<file path="src/rtl/mult_div_unit_pkg.sv">
// Shared types and sizing for the sequential multiply/divide unit.
// The state set and counter sizing are common to the top, the interface and the bench.
package mult_div_unit_pkg;

  localparam int WIDTH_DEF = 32;

  typedef enum logic [2:0] {
    IDLE   = 3'd0,
    MULT   = 3'd1,
    DIV    = 3'd2,
    FINISH = 3'd3,
    DZERO  = 3'd4
  } state_t;

  // Holds the values 0..w, so one extra bit beyond clog2(w).
  function automatic int cnt_width(input int w);
    return $clog2(w) + 1;
  endfunction

  localparam int CNT_W_DEF = cnt_width(WIDTH_DEF);

endpackage

</file>
<file path="src/rtl/mult_div_unit_if.sv">
// Request/response bundle between the multicycle control unit (master)
// and the multiply/divide unit (slave).
interface mult_div_unit_if
  import mult_div_unit_pkg::*;
#(
  parameter int WIDTH = WIDTH_DEF
);
  logic             start_mult;
  logic             start_div;
  logic [WIDTH-1:0] a_in;
  logic [WIDTH-1:0] b_in;
  logic [WIDTH-1:0] hi_out;
  logic [WIDTH-1:0] lo_out;
  logic             busy;
  logic             done;
  logic             div_zero;

  modport master (
    output start_mult, start_div, a_in, b_in,
    input  hi_out, lo_out, busy, done, div_zero
  );

  modport slave (
    input  start_mult, start_div, a_in, b_in,
    output hi_out, lo_out, busy, done, div_zero
  );
endinterface

</file>
<file path="src/rtl/mult_div_unit_signfix.sv">
// Sign handling shared by multiply and divide: operand magnitudes at capture
// and two's complement correction of the raw unsigned result at commit.
module mult_div_signfix
  import mult_div_unit_pkg::*;
#(
  parameter int WIDTH = WIDTH_DEF
) (
  input  logic signed [WIDTH-1:0]   a_in,
  input  logic signed [WIDTH-1:0]   b_in,
  output logic        [WIDTH-1:0]   mag_a,
  output logic        [WIDTH-1:0]   mag_b,
  output logic                      a_neg,
  output logic                      b_neg,
  input  logic                      is_div,
  input  logic                      neg_a,
  input  logic                      neg_b,
  input  logic        [2*WIDTH-1:0] raw,
  output logic        [WIDTH-1:0]   hi_fix,
  output logic        [WIDTH-1:0]   lo_fix
);

  function automatic logic [WIDTH-1:0] neg_w(input logic [WIDTH-1:0] x, input logic en);
    return en ? (~x + WIDTH'(1)) : x;
  endfunction

  function automatic logic [2*WIDTH-1:0] neg_2w(input logic [2*WIDTH-1:0] x, input logic en);
    return en ? (~x + (2*WIDTH)'(1)) : x;
  endfunction

  logic [2*WIDTH-1:0] prod_fix;

  // The most negative operand maps to itself, which is the correct unsigned magnitude.
  always_comb begin
    a_neg    = a_in[WIDTH-1];
    b_neg    = b_in[WIDTH-1];
    mag_a    = neg_w(a_in, a_in[WIDTH-1]);
    mag_b    = neg_w(b_in, b_in[WIDTH-1]);
    prod_fix = neg_2w(raw, neg_a ^ neg_b);
    hi_fix   = prod_fix[2*WIDTH-1:WIDTH];
    lo_fix   = prod_fix[WIDTH-1:0];
    if (is_div) begin
      // Quotient truncates toward zero; remainder follows the dividend.
      lo_fix = neg_w(raw[WIDTH-1:0], neg_a ^ neg_b);
      hi_fix = neg_w(raw[2*WIDTH-1:WIDTH], neg_a);
    end
  end

endmodule

</file>
<file path="src/rtl/mult_div_unit.sv">
// Sequential signed multiply/divide responder: one bit per clock on operand
// magnitudes, sign-corrected result committed into HI/LO.
module mult_div_unit
  import mult_div_unit_pkg::*;
#(
  parameter int WIDTH = WIDTH_DEF
) (
  input logic             clk,
  input logic             reset,
  mult_div_unit_if.slave  bus
);

  localparam int CNT_W = cnt_width(WIDTH);

  state_t             state;
  state_t             state_nxt;
  logic               start_ok;
  logic               accept_mult;
  logic               accept_div;
  logic               accept_dz;
  logic               last_iter;
  logic [CNT_W-1:0]   cnt;
  logic [WIDTH-1:0]   hi_r;
  logic [WIDTH-1:0]   lo_r;
  logic               busy_c;
  logic               done_c;
  logic               dz_c;

  logic [2*WIDTH-1:0] acc;
  logic [WIDTH-1:0]   op_a;
  logic [WIDTH-1:0]   op_b;
  logic               neg_a;
  logic               neg_b;

  logic [WIDTH-1:0]   mag_a;
  logic [WIDTH-1:0]   mag_b;
  logic               a_neg;
  logic               b_neg;
  logic [WIDTH-1:0]   hi_fix;
  logic [WIDTH-1:0]   lo_fix;

  logic [WIDTH:0]     mult_sum;
  logic [WIDTH:0]     div_shift;
  logic [WIDTH:0]     div_diff;
  logic [2*WIDTH-1:0] acc_step;

  mult_div_signfix #(.WIDTH(WIDTH)) u_signfix (
    .a_in   (bus.a_in),
    .b_in   (bus.b_in),
    .mag_a  (mag_a),
    .mag_b  (mag_b),
    .a_neg  (a_neg),
    .b_neg  (b_neg),
    .is_div (state == DIV),
    .neg_a  (neg_a),
    .neg_b  (neg_b),
    .raw    (acc),
    .hi_fix (hi_fix),
    .lo_fix (lo_fix)
  );

  // Start acceptance: only between operations; multiply has priority.
  always_comb begin
    start_ok    = (state == IDLE) || (state == FINISH) || (state == DZERO);
    accept_mult = start_ok && bus.start_mult;
    accept_div  = start_ok && !bus.start_mult && bus.start_div && (bus.b_in != '0);
    accept_dz   = start_ok && !bus.start_mult && bus.start_div && (bus.b_in == '0);
    last_iter   = (cnt == CNT_W'(WIDTH));
  end

  always_ff @(posedge clk) begin
    if (reset) state <= IDLE;
    else       state <= state_nxt;
  end

  always_comb begin
    state_nxt = state;
    case (state)
      IDLE, FINISH, DZERO: begin
        if (accept_mult)     state_nxt = MULT;
        else if (accept_div) state_nxt = DIV;
        else if (accept_dz)  state_nxt = DZERO;
        else                 state_nxt = IDLE;
      end
      MULT, DIV: if (last_iter) state_nxt = FINISH;
      default:   state_nxt = IDLE;
    endcase
  end

  always_comb begin
    busy_c = 1'b0;
    done_c = 1'b0;
    dz_c   = 1'b0;
    case (state)
      MULT, DIV: busy_c = 1'b1;
      FINISH:    done_c = 1'b1;
      DZERO:     dz_c   = 1'b1;
      default:   ;
    endcase
  end

  assign bus.busy     = busy_c;
  assign bus.done     = done_c;
  assign bus.div_zero = dz_c;
  assign bus.hi_out   = hi_r;
  assign bus.lo_out   = lo_r;

  // Iteration step: shift-add for multiply, restoring subtract for divide.
  always_comb begin
    mult_sum  = {1'b0, acc[2*WIDTH-1:WIDTH]} + {1'b0, (acc[0] ? op_a : '0)};
    div_shift = {acc[2*WIDTH-1:WIDTH], acc[WIDTH-1]};
    div_diff  = div_shift - {1'b0, op_b};
    if (state == MULT)   acc_step = {mult_sum, acc[WIDTH-1:1]};
    else if (!div_diff[WIDTH]) acc_step = {div_diff[WIDTH-1:0], acc[WIDTH-2:0], 1'b1};
    else                 acc_step = {div_shift[WIDTH-1:0], acc[WIDTH-2:0], 1'b0};
  end

  // Control: iteration counter and committed HI/LO.
  always_ff @(posedge clk) begin
    if (reset) begin
      cnt  <= '0;
      hi_r <= '0;
      lo_r <= '0;
    end else if (accept_mult || accept_div) begin
      cnt <= '0;
    end else if ((state == MULT) || (state == DIV)) begin
      if (last_iter) begin
        hi_r <= hi_fix;
        lo_r <= lo_fix;
      end else begin
        cnt <= cnt + CNT_W'(1);
      end
    end
  end

  // Datapath: operand capture and accumulator, frozen outside MULT/DIV.
  always_ff @(posedge clk) begin
    if (accept_mult || accept_div) begin
      op_a  <= mag_a;
      op_b  <= mag_b;
      neg_a <= a_neg;
      neg_b <= b_neg;
      acc   <= accept_mult ? {{WIDTH{1'b0}}, mag_b} : {{WIDTH{1'b0}}, mag_a};
    end else if (((state == MULT) || (state == DIV)) && !last_iter) begin
      acc <= acc_step;
    end
  end

endmodule

</file>
<file path="src/flat_wrapper.sv">
// flat-port wrapper written by rule: the top's interface ports become plain ports
module mult_div_unit_flat import mult_div_unit_pkg::*;
#(
  parameter int WIDTH = WIDTH_DEF
)
  (clk, reset, bus_start_mult, bus_start_div, bus_a_in, bus_b_in, bus_hi_out, bus_lo_out, bus_busy, bus_done, bus_div_zero);
  mult_div_unit_if #(.WIDTH(WIDTH)) bus_i ();
  input logic clk;
  input logic reset;
  input wire logic [$bits(bus_i.start_mult)-1:0] bus_start_mult;
  input wire logic [$bits(bus_i.start_div)-1:0] bus_start_div;
  input wire logic [$bits(bus_i.a_in)-1:0] bus_a_in;
  input wire logic [$bits(bus_i.b_in)-1:0] bus_b_in;
  output wire logic [$bits(bus_i.hi_out)-1:0] bus_hi_out;
  output wire logic [$bits(bus_i.lo_out)-1:0] bus_lo_out;
  output wire logic [$bits(bus_i.busy)-1:0] bus_busy;
  output wire logic [$bits(bus_i.done)-1:0] bus_done;
  output wire logic [$bits(bus_i.div_zero)-1:0] bus_div_zero;
  assign bus_i.start_mult = bus_start_mult;
  assign bus_i.start_div = bus_start_div;
  assign bus_i.a_in = bus_a_in;
  assign bus_i.b_in = bus_b_in;
  assign bus_hi_out = bus_i.hi_out;
  assign bus_lo_out = bus_i.lo_out;
  assign bus_busy = bus_i.busy;
  assign bus_done = bus_i.done;
  assign bus_div_zero = bus_i.div_zero;
  mult_div_unit #(.WIDTH(WIDTH)) u_core (.clk(clk), .reset(reset), .bus(bus_i));
endmodule
</file>
<file path="config.mk">
export PLATFORM = sky130hd
export DESIGN_NAME = mult_div_unit_flat
export DESIGN_NICKNAME = d
export VERILOG_FILES = /design/src/rtl/mult_div_unit_pkg.sv /design/src/rtl/mult_div_unit_if.sv /design/src/rtl/mult_div_unit_signfix.sv /design/src/rtl/mult_div_unit.sv /design/src/flat_wrapper.sv
export SDC_FILE = /design/constraint.sdc
export NUM_CORES = 1
export LEC_CHECK = 0
export CAP_MARGIN = 0
export CORE_MARGIN = 4
export CORE_UTILIZATION = 53
export CTS_BUF_LIST = sky130_fd_sc_hd__clkbuf_16
export DETAILED_ROUTE_END_ITERATION = 10
export GPL_ROUTABILITY_DRIVEN = 1
export PLACE_DENSITY = 0.77
export SLEW_MARGIN = 40
export SYNTH_ARGS = -nofsm -noshare
export SYNTH_HDL_FRONTEND = slang
export SYNTH_SLANG_ARGS = --single-unit
</file>
<file path="constraint.sdc">
create_clock -name clk -period 4.4 [get_ports clk]
set_input_delay 0.88 -clock clk [delete_from_list [all_inputs] [get_ports clk]]
set_output_delay 0.88 -clock clk [all_outputs]
set_load 0.005 [all_outputs]
</file>
# Word level (Yosys, flattened, before mapping)
# Index checks and enable logic that the tools add are counted.
# op_classes
addsub	8
n_eq_ne	6
n_mux	21
bitwise_logic	8
reduce_logical	21
# op_table
operator	count
$mux W64	5
$mux W32	8
$add A32 B1 Y32 const B	4
$not A32 Y32	4
$add A64 B1 Y64 const B	1
$not A64 Y64	1
$add A32 B32 Y33	1
$sub A33 B32 Y33	1
$logic_not A32 Y1	1
$reduce_bool A32 Y1	1
$mux W3	4
$add A6 B1 Y6 const B	1
$eq A3 B2 Y1 const B	2
$eq A6 B6 Y1 const B	1
$logic_and A1 B1 Y1	6
$pmux W3 S2	1
$logic_or A1 B1 Y1	4
$reduce_or A2 Y1	2
$eq A3 B1 Y1 const B	1
$eq A3 B3 Y1 const B	1
$logic_not A3 Y1	1
$mux W1	3
$reduce_and A3 Y1	1
$reduce_or A3 Y1	1
6 further kinds	8
# word_totals
regBits	203
inputBits	68
out_inout_bits	67
word_cells	73

# Depth between registers and ports, before layout
# Gate-level depths: netlist (run 1).
# logic_depth
depth_word	10
ltp_mapped	14

# Modules after synthesis
# Synthesis (run 1) repeated with hierarchy kept, for this count alone.
# hier_totals
hier_cells	1759
hier_area_um2	14935.6
# modules_own_cells
mod	n_inst	cells_each	area_per_inst_um2	seq_area_each_um2
mult_div_unit	1	1295	11821.3	5365.1
mult_div_signfix	1	464	3114.2	0.0

# Least setup slack after synthesis (run 1)
# OpenSTA, ideal clock, no wires.
# synth_path
path_type	input to register
from	input port bus_b_in[10]
to	register u_core.acc[0], enable pin
setup_ns	0.693
arrival_time_ns	4.013
t_required_ns	3.707
slack_ns	-0.306
cell_stages	10
n_path_buf	3
cell_sequence	or4_1 > nor4_2 > nand4_2 > or3b_1 > nor2b_1 > buf_6 > nor2_8 > buf_2 > buf_2 > nand2_1
# synth_between
elab_chain_len	4
# synth_rtl
element	line	source
from (decl)	flat_wrapper.sv:13	input wire logic [$bits(bus_i.b_in)-1:0] bus_b_in;
$reduce_bool A32 Y1	mult_div_unit.sv:66	accept_div = start_ok && !bus.start_mult && bus.start_div && (bus.b_in != '0);
$logic_and A1 B1 Y1	mult_div_unit.sv:66	
$logic_or A1 B1 Y1	mult_div_unit.sv:138	if (accept_mult || accept_div) begin
$reduce_bool A2 Y1 (no line)	n/a	
to (signal assigned)	mult_div_unit.sv:143	acc <= accept_mult ? {{WIDTH{1'b0}}, mag_b} : {{WIDTH{1'b0}}, mag_a};
to (signal assigned)	mult_div_unit.sv:145	acc <= acc_step;
to (decl)	mult_div_unit.sv:29	logic [2*WIDTH-1:0] acc;
# No other way between the ends.
# A chain may end at the register's enable or synchronous reset.

# Worst setup path after layout (run 1)
# layout_path
from	register u_core.acc[31]
to	register u_core.acc[62] (data pin)
# layout_between
elab_chain_len	5
# layout_rtl
element	line	source
$sub A33 B32 Y33	mult_div_unit.sv:112	div_diff = div_shift - {1'b0, op_b};
$mux W64	mult_div_unit.sv:114	else if (!div_diff[WIDTH]) acc_step = {div_diff[WIDTH-1:0], acc[WIDTH-2:0], 1'b1};
$mux W64	mult_div_unit.sv:113	if (state == MULT) acc_step = {mult_sum, acc[WIDTH-1:1]};
$mux W64	mult_div_unit.sv:144	end else if (((state == MULT) || (state == DIV)) && !last_iter) begin
$mux W64	mult_div_unit.sv:138	
# No other way between the ends. The select of a mux whose other input is x is not followed.

==> results.yml, run 1 <==
outcome:
  status: "completed"
clocking:
  ctsRootBufferMaster: "clkbuf_16"
  post_cts_buffers: 0
  numCtsBuffers: 23
  path_clk_slew_ps: 60
  cts_resized: 0
  cts_tree: "done"
  clock_sinks: 203
  hold_buffers: 0
  htree_levels: 1
  clock_latency_ps: 530
  clock_path_buffers: 3
hold_path:
  hold_class: "flip-flop to flip-flop"
  hold_depth: 2
die:
  dieHeight_um: 175
  die-area_mm2: 0.0307
  core_mm2: 0.0272
  rows: 60
  dieWidth_um: 175
  initial_core_util_pct: 54.5
  io_pins: 135
setup_path:
  cp_slowest_cell: "or4_1"
  start_kind: "flip-flop"
  crit_type: "flip-flop to flip-flop"
  worstPathRequired_ps: 4760
  crit_arrival_ps: 4530
  critPathMaxStageDelay_ps: 550
  crit_top_cell: "buf_4"
  critPathCaptureType: "flip-flop"
  path_cells: "inv_1 -> ha_1 -> fa_1 -> nor2b_1 -> o2111ai_1 -> nand3b_1 -> o311ai_1 -> buf_4 -> a31oi_1 -> a41oi_1 -> xor2_1 -> buf_4 -> or4_1 -> o211ai_1"
  critPathMaxFanout: 7
  reg2reg_depth: 14
routing:
  ant_nets: 0
  wl_per_cell_um: 22.1
  route.detailed.drc: 0
  wirelength_mm: 48.4
  drtPass1Iterations: 5
  drt_iter0_drc: 1729
  drt-vias-per-instance: 6.35
  num_vias: 13900
yosys:
  yosysTopAreaCellShare_pct: 26.4
  syn_nets: 1838
  syn_avg_cell_area_um2: 8.71
  syn_area_mm2: 0.0148
  synth-seq-cells: 203
  netlist.top_cell.by_area: "edfxtp_1"
  seq_area_frac_synth_pct: 36.3
  synth_area_leaders: "edfxtp_1 (26%), dfxtp_1 (9.9%), xnor2_1 (6.5%)"
  ys_types: 87
  netlist_instances: 1698
  yosysWarnings: 0
  ys.flop_type: "edfxtp_1"
  synth-edff-count: 130
  async_flop_share_pct: 0
timing:
  setup_viol: 0
  worst_slew_pin_slew_ps: 793
  hold_viol_final: 0
  maxClockFrequency_mhz: 240
  maxSlewHeadroom_pct: 46.6
  slew_violations: 0
  fin_skew_ps: 26.8
  fin_crit_ps: 4170
  grt_setup_unrepaired: "no"
  tns_ps: 0
  finalCritPeriodShare_pct: 94.9
placed_design:
  numPortBuffers: 134
  place_inst: 2154
  hpwl_mm: 37.1
  place_congestion: 0.995
grt:
  grt_pass1_wl_mm: 73.6
  grt_antenna_before_repair: 0
  track_usage_pct: 30.3
  grt_pass1_vias: 12700
  grt_max_degree: 92
  grt_overflow: 0
power_and_ir_drop:
  p_per_area_mw_per_mm2: 616
  p_leak_nw: 6.54
  ir_drop_uv: 353
  internal_power_mw: 6.02
  combPwrFrac_pct: 53.8
  p_sw_mw: 4.71
  switching_share_pct: 43.9
  pwr-share-clk_pct: 18.0
  p_seq_share_pct: 28.2
finish:
  nFillCells: 2302
  area_growth_pct: 17.7
  final_cell_mix: "nand2_1 (189), a21oi_1 (146), clkdlybuf4s50_1 (133)"
  drive_above_1_share_pct: 6.81
  nets: 1947
  final_common_cell: "nand2_1"
  fin_cells: 2194
  antenna_cells: 0
flow_run:
  cap_violations: 0
cells by family (layout without fill, tap and decap cells):
logic type / Yosys count / after routing / share of synthesized area, %
buffers and inverters: 156 / 280 / 4.06
DFF: 203 / 203 / 36.3
xor gates and xnor gates: 167 / 167 / 9.88
muxes: 31 / 31 / 2.11
and+or+nand+nor: 580 / 580 / 19.8
adders and majority gates: 72 / 72 / 6.19
AOI/OAI and AO/OA: 489 / 489 / 21.7
critical path, delay by kind of cell (launching register included):
family | cells | cell delay (ps)
flip-flops | 1 | 530
AND/OR/NAND/NOR | 3 | 970
adder cells (fa/ha/maj) | 2 | 680
XOR/XNOR | 1 | 230
buffers and inverters | 3 | 560
AO/OA/AOI/OAI | 5 | 1040
through the flow:
stage | total power [mW] | utilization [%] | area, µm² | hold WS (ps) | setup WS, ps
final | 10.7 | 64.1 | 17400 | 448 | 226
after global routing | 11.3 | 64.1 | 17400 | 484 | 121
after CTS | 10.6 | 64.0 | 17400 | 453 | 328
after detailed placement | 8.64 | 61.3 | 16600 | 445 | 188
after global placement | 8.53 | 61.2 | 16600 | 440 | 318
after floorplan | 6.88 | - | 14800 | 448 | 339
power groups by stage:
stage          clock network (mW)  registers (mW)  logic (mW)
3_3_place_gp                    0            3.03        5.51
2_1_floorplan                   0            2.83        4.04
3_5_place_dp                    0            3.03        5.60
5_1_grt                      2.03            3.03        6.24
6_report                     1.93            3.02        5.77
4_1_cts                      1.94            3.00        5.65
metal layers:
layer  vias to the layer above  GRT usage [%]  wire length [µm]
met3                       113           3.07              4470
li1                       6507              -                 -
met2                       752           48.7             22100
met4                         0           11.6              2130
met1                      6551           42.3             19700
met5                         -              0                 0
sequential cells by signal (all words and copies together) (netlist names):
| signal | flops |
|---|---|
| u_core.neg_a | 1 |
| u_core.bus.hi_out | 32 |
| u_core.acc | 64 |
| u_core.cnt | 6 |
| u_core.neg_b | 1 |
| u_core.state | 3 |
| u_core.op_b | 32 |
| u_core.op_a | 32 |
| u_core.bus.lo_out | 32 |
synth_stat cells (6+ instances only):
cell type and instances:
inv_1 59, o21bai_1 6, ha_1 70, mux2i_1 30
nor3b_1 9, nand2b_1 15, a21o_1 29, a31oi_1 15
nand4_1 13, dfxtp_1 73, nand2_1 191, o41ai_1 13
or2_2 7, a211oi_1 48, nor2b_1 8, nand3_1 33
buf_2 6, xor2_1 57, or4_1 13, o22ai_1 11
nor2_1 123, o21a_1 8, and3_1 11, nand3b_1 7
and4_1 7, a221o_1 19, nor3_1 38, and2_1 38
edfxtp_1 130, xnor2_1 110, nor4_1 17, o21ai_0 93
or3_1 25, a21oi_1 146, o31ai_1 20, clkbuf_1 84
o211ai_1 7
path summary, 6_finish.rpt:
kind | end | slack [ps] | from
setup / recovery | u_core.acc[62]$_SDFFCE_PP0P_ | 230 | u_core.acc[31]$_DFFE_PP_
hold / removal | u_core.bus.hi_out[21]$_SDFFE_PP0P_ | 450 | u_core.bus.hi_out[21]$_SDFFE_PP0P_
setup reg to reg | u_core.acc[62]$_SDFFCE_PP0P_ | 230 | u_core.acc[31]$_DFFE_PP_
hold reg to reg | u_core.bus.hi_out[21]$_SDFFE_PP0P_ | 450 | u_core.bus.hi_out[21]$_SDFFE_PP0P_
layout make-up:
class                   instances  area [µm²]  area share, %
multi-input cells            1339        8870           50.9
flip-flops and latches        203        5370           30.8
repair buffers                180        1740           9.96
clock buffers                  25         626           3.59
well taps                     372         465           2.67
inverters                      60         226           1.30
clock inverters                15         125          0.718
Power figures use the tool's default switching activity.
==> inputs of run 2 (changes only) <==
--- a/config.mk
+++ b/config.mk
@@ -5,14 +5,14 @@
 export SDC_FILE = /design/constraint.sdc
 export NUM_CORES = 1
 export LEC_CHECK = 0
+export ABC_AREA = 1
 export CAP_MARGIN = 0
 export CORE_MARGIN = 4
-export CORE_UTILIZATION = 53
+export CORE_UTILIZATION = 55
 export CTS_BUF_LIST = sky130_fd_sc_hd__clkbuf_16
 export DETAILED_ROUTE_END_ITERATION = 10
 export GPL_ROUTABILITY_DRIVEN = 1
-export PLACE_DENSITY = 0.77
-export SLEW_MARGIN = 40
+export PLACE_DENSITY = 0.79
 export SYNTH_ARGS = -nofsm -noshare
 export SYNTH_HDL_FRONTEND = slang
 export SYNTH_SLANG_ARGS = --single-unit
==> run 2 against run 1 <==
First-iteration DRC count rose by 38%; utilization decreased by 0.23 points; non-clock buffer count is 26 lower; via count is 30% higher; flip-flop and latch count unchanged; synthesized area increased by 17%; setup slack improved by 860 ps; critical path depth decreased by 10; clock power fell by 6%; wire length up 28%; highest routed layer is now met5.
==> results.yml, run 2 <==
yosys:
  syn_avg_cell_area_um2: 6.50
  ys.flop_type: "edfxtp_1"
  synth-edff-count: 130
  netlist.top_cell.by_area: "edfxtp_1"
  yosysWarnings: 0
  async_flop_share_pct: 0
  synth-seq-cells: 203
  syn_area_mm2: 0.0173
  netlist_instances: 2657
  syn_nets: 2797
  seq_area_frac_synth_pct: 31.1
  synth.top_cells.by_count: "nand2_1 (813), inv_1 (397), nor2_1 (259)"
  ys_types: 53
  yosysTopAreaCellShare_pct: 22.6
  synth_area_leaders: "edfxtp_1 (23%), nand2_1 (18%), inv_1 (8.6%)"
  synth_most_common_cell: "nand2_1"
finish:
  fin_area_mm2: 0.0196
  nFillCells: 2851
  final_cell_mix: "nand2_1 (812), inv_1 (402), nor2_1 (259)"
  nets: 2902
  fin_cells: 3174
  drive_above_1_share_pct: 4.43
  final_common_cell: "nand2_1"
  largest_reg_flops: 64
  top_register: "u_core.acc"
  final_core_util_pct: 63.9
  area_growth_pct: 13.7
  antenna_cells: 0
  multi_input_area_mm2: 0.0100
  seqCellArea_mm2: 0.00537
clocking:
  htree_levels: 1
  clock_path_buffers: 3
  cts_resized: 0
  path_clk_slew_ps: 60
  clock_sinks: 203
  hold_buffers: 0
  numCtsBuffers: 23
  cts_tree: "done"
  post_cts_buffers: 0
  clock_latency_ps: 540
  ctsRootBufferMaster: "clkbuf_16"
grt:
  grt_max_degree: 91
  grt_overflow: 0
  track_usage_pct: 35.4
  grt_pass1_vias: 16800
  grt_antenna_before_repair: 1
  grt_pass1_wl_mm: 93.9
timing:
  setup_viol: 0
  worst_slew_pin_slew_ps: 836
  hold_ws_ps: 496
  hold_viol_final: 0
  finalCritPeriodShare_pct: 75.4
  maxClockFrequency_mhz: 302
  grt_setup_unrepaired: "no"
  tns_ps: 0
  fin_skew_ps: 14.7
  slew_violations: 0
  fin_crit_ps: 3320
  setup_ws_ps: 1080
  maxSlewHeadroom_pct: 43.7
setup_path:
  r2r_start: "u_core.acc[0]$_DFFE_PP_"
  critPathMaxFanout: 50
  worstPathRequired_ps: 3520
  crit_type: "flip-flop to primary output"
  crit_arrival_ps: 2440
  start_kind: "flip-flop"
  reg2reg_depth: 13
  reg2reg_slack_ps: 1130
  r2r_end: "u_core.acc[60]$_SDFFCE_PP0P_"
  critPathCaptureType: "primary output"
routing:
  num_vias: 18200
  drt-vias-per-instance: 5.72
  wl_per_cell_um: 19.6
  drt_iter0_drc: 2385
  route.detailed.drc: 0
  drtPass1Iterations: 7
  wirelength_mm: 62.2
  ant_nets: 0
flow_run:
  cap_violations: 0
power_and_ir_drop:
  p_leak_nw: 9.60
  ir_drop_uv: 453
  total_power_mw: 10.9
  p_per_area_mw_per_mm2: 557
placed_design:
  place_congestion: 1.04
  placed_area_mm2: 0.0189
  numPortBuffers: 134
  hpwl_mm: 50.2
  place_inst: 3133
  pre_cts_ws_ps: 917
die:
  initial_core_util_pct: 56.2
  core_mm2: 0.0307
  die-area_mm2: 0.0343
  dieWidth_um: 185
  rows: 64
  io_pins: 135
  dieHeight_um: 185
hold_path:
  hold_class: "flip-flop to flip-flop"
  holdPathEnd: "u_core.bus.lo_out[1]$_SDFFE_PP0P_"
  hp-start: "u_core.bus.lo_out[1]$_SDFFE_PP0P_"
  hold_depth: 2
outcome:
  status: "completed"
run 2: cell count changes in the layout (fill, tap and decap cells not counted), moves of 50 or more:
cell     before  now
o21ai_0      93  165
nand2_1     189  812
nand3_1      33  175
inv_1        60  402
xnor2_1     109   18
xor2_1       57  107
nor2_1      123  259
run 2: logic make-up after synthesis:
kind of cell / after synthesis / share of synthesized area (%)
adder cells (fa/ha/maj): 72 / 5.30
flip-flops: 203 / 31.1
XOR/XNOR: 125 / 6.34
AND/OR/NAND/NOR: 1365 / 33.1
buffers and inverters: 480 / 10.9
AO/OA/AOI/OAI: 412 / 13.3
run 2: area by class of cell:
| type | instances | area share, % |
|---|---|---|
| clock buffers | 24 | 3.06 |
| clock inverters | 17 | 0.478 |
| inverters | 406 | 7.77 |
| multi-input cells | 1974 | 51.1 |
| flip-flops and latches | 203 | 27.3 |
| well taps | 396 | 2.52 |
| repair buffers | 154 | 7.72 |
run 2: worst max path at each step:
stage                                       startpoint                       end  slack [ps]  depth (start not counted)
after global placement                     bus_b_in[0]  u_core.acc[23]$_DFFE_PP_        1010                         15
after global routing      u_core.state[2]$_SDFFE_PP0N_                  bus_busy         930                          4
after detailed placement                   bus_b_in[0]  u_core.acc[23]$_DFFE_PP_         920                         15
after CTS                 u_core.state[2]$_SDFFE_PP0N_                  bus_busy        1090                          4
final                     u_core.state[2]$_SDFFE_PP0N_                  bus_busy        1080                          4
after floorplan                            bus_b_in[1]   u_core.acc[0]$_DFFE_PP_         550                         12
run 2: where the power goes:
part / total, mW / internal, mW / switching, mW
logic: 6.07 / 1.88 / 4.20
clock network: 1.82 / 0.994 / 0.825
registers: 3.04 / 2.47 / 0.573
total: 10.9 / 5.34 / 5.59
run 2: critical path, stage by stage, from the launching register on:
cell and delay, ps:
dfxtp_1 400, inv_1 170, nand3_4 410, nand2_2 350, clkdlybuf4s50_1 560
run 2: metal layers:
metal / track usage [%] / wire, µm / vias up
met5: 0 / 13 / -
li1: - / - / 8743
met3: 5.83 / 5640 / 185
met4: 17.1 / 3700 / 2
met1: 47.3 / 25200 / 8277
met2: 55.8 / 27600 / 952
==> inputs of run 3 (changes only) <==
--- a/config.mk
+++ b/config.mk
@@ -12,7 +12,7 @@
 export CTS_BUF_LIST = sky130_fd_sc_hd__clkbuf_16
 export DETAILED_ROUTE_END_ITERATION = 10
 export GPL_ROUTABILITY_DRIVEN = 1
-export PLACE_DENSITY = 0.79
+export PLACE_DENSITY = 0.76
 export SYNTH_ARGS = -nofsm -noshare
 export SYNTH_HDL_FRONTEND = slang
 export SYNTH_SLANG_ARGS = --single-unit
==> constraint.sdc (replaced) <==
create_clock -name clk -period 3.4 [get_ports clk]
set_input_delay 0.68 -clock clk [delete_from_list [all_inputs] [get_ports clk]]
set_output_delay 0.68 -clock clk [all_outputs]
set_load 0.005 [all_outputs]
==> run 3 against run 2 <==
Register-to-register slack got worse by 650 ps; count of clock-buffer cells in the layout rose by 3; die area did not move; non-clock buffer count rose by 20; sequential share of layout area fell by 0.35 points; first-iteration DRC count fell by 3.1%; largest power group unchanged; total power rose by 32%; wire length rose by 0.22%; via count rose by 0.51%.
==> results.yml, run 3 (synthesized netlist as in run 2, its figures left out) <==
outcome:
  status: "completed"
flow_run:
  cap_violations: 0
finish:
  top_register: "u_core.acc"
  drive_above_1_share_pct: 5.00
  area_growth_pct: 15.1
  nFillCells: 2835
  antenna_cells: 0
  final_cell_mix: "nand2_1 (812), inv_1 (404), nor2_1 (259)"
  largest_reg_flops: 64
  fin_area_mm2: 0.0199
  fin_cells: 3196
  nets: 2923
  final_common_cell: "nand2_1"
timing:
  finalCritPeriodShare_pct: 87.3
  setup_viol: 0
  slew_violations: 0
  grt_setup_unrepaired: "no"
  hold_viol_final: 0
  fin_skew_ps: 19.6
  worst_slew_pin_slew_ps: 824
  tns_ps: 0
  hold_ws_ps: 496
  maxClockFrequency_mhz: 337
  fin_crit_ps: 2970
  maxSlewHeadroom_pct: 44.7
grt:
  grt_pass1_vias: 17000
  grt_overflow: 0
  grt_pass1_wl_mm: 94.3
  globalRouteMet2Util_pct: 56.2
  grt_antenna_before_repair: 1
  grt_max_degree: 82
  grt-busiest-layer: "met2"
  track_usage_pct: 35.5
  grtUsageMet3_pct: 5.70
  grtUsageMet1_pct: 47.3
clocking:
  htree_levels: 1
  cts_tree: "done"
  numCtsBuffers: 24
  post_cts_buffers: 0
  clock_path_buffers: 3
  clock_latency_ps: 540
  cts_resized: 0
  path_clk_slew_ps: 60
  hold_buffers: 0
  ctsRootBufferMaster: "clkbuf_16"
  clock_sinks: 203
die:
  core_mm2: 0.0307
  initial_core_util_pct: 56.2
  io_pins: 135
  rows: 64
  dieWidth_um: 185
  die-area_mm2: 0.0343
  dieHeight_um: 185
routing:
  ant_nets: 0
  wirelength_mm: 62.3
  drtPass1Iterations: 6
  drt_iter0_drc: 2312
  wl_per_cell_um: 19.5
  route.detailed.drc: 0
  drt-vias-per-instance: 5.71
  num_vias: 18300
power_and_ir_drop:
  p_per_area_mw_per_mm2: 727
  ir_drop_uv: 654
  total_power_mw: 14.5
  p_leak_nw: 9.74
placed_design:
  numPortBuffers: 134
  placed_area_mm2: 0.0191
  place_inst: 3153
  place_congestion: 1.06
  hpwl_mm: 50.7
setup_path:
  critPathCaptureType: "primary output"
  start_kind: "flip-flop"
  worstPathRequired_ps: 2720
  critPathMaxFanout: 17
  crit_type: "flip-flop to primary output"
  crit_arrival_ps: 2290
hold_path:
  hold_class: "flip-flop to flip-flop"
run 3: area by class of cell:
cell class	instances	area (µm²)	share of cell area, %
Multi-Input combinational cell	1974	10000	50.5
Sequential cell	203	5370	27.0
Timing Repair Buffer	174	1700	8.57
Inverter	406	1530	7.67
Clock buffer	27	676	3.40
Tap cell	396	495	2.49
Clock inverter	16	87.6	0.440
run 3: per-stage QoR:
step | utilization [%] | setup WS (ps)
floorplan | - | 390
global placement | 62.2 | 285
detailed placement | 62.2 | 167
CTS | 64.7 | 425
global route | 64.7 | 299
finish | 64.7 | 433
run 3: critical path, cell delays in order (launching register included):
cell	delay (ps)
dfxtp_1	360
inv_1	110
nor3_4	120
buf_4	240
inv_2	170
nand2_2	160
clkdlybuf4s50_1	580
run 3: routing by layer:
layer	routed length, µm	vias to the layer above
li1	-	8787
met3	5210	188
met5	13	-
met1	25600	8354
met2	27600	920
met4	3890	2
run 3: final timing paths:
path	slack [ps]	endpoint	depth (start not counted)	startpoint
max	430	bus_busy	6	u_core.state[1]$_SDFFE_PP0N_
min	500	u_core.cnt[1]$_SDFFE_PP0P_	2	u_core.cnt[1]$_SDFFE_PP0P_
max reg2reg	480	u_core.acc[59]$_SDFFCE_PP0P_	15	u_core.acc[0]$_DFFE_PP_
min reg2reg	500	u_core.cnt[1]$_SDFFE_PP0P_	2	u_core.cnt[1]$_SDFFE_PP0P_
run 3: power by group:
group	total, mW	internal (mW)	switching (mW)
Clock	2.46	1.42	1.04
Sequential	3.84	3.19	0.652
Combinational	8.15	2.58	5.57
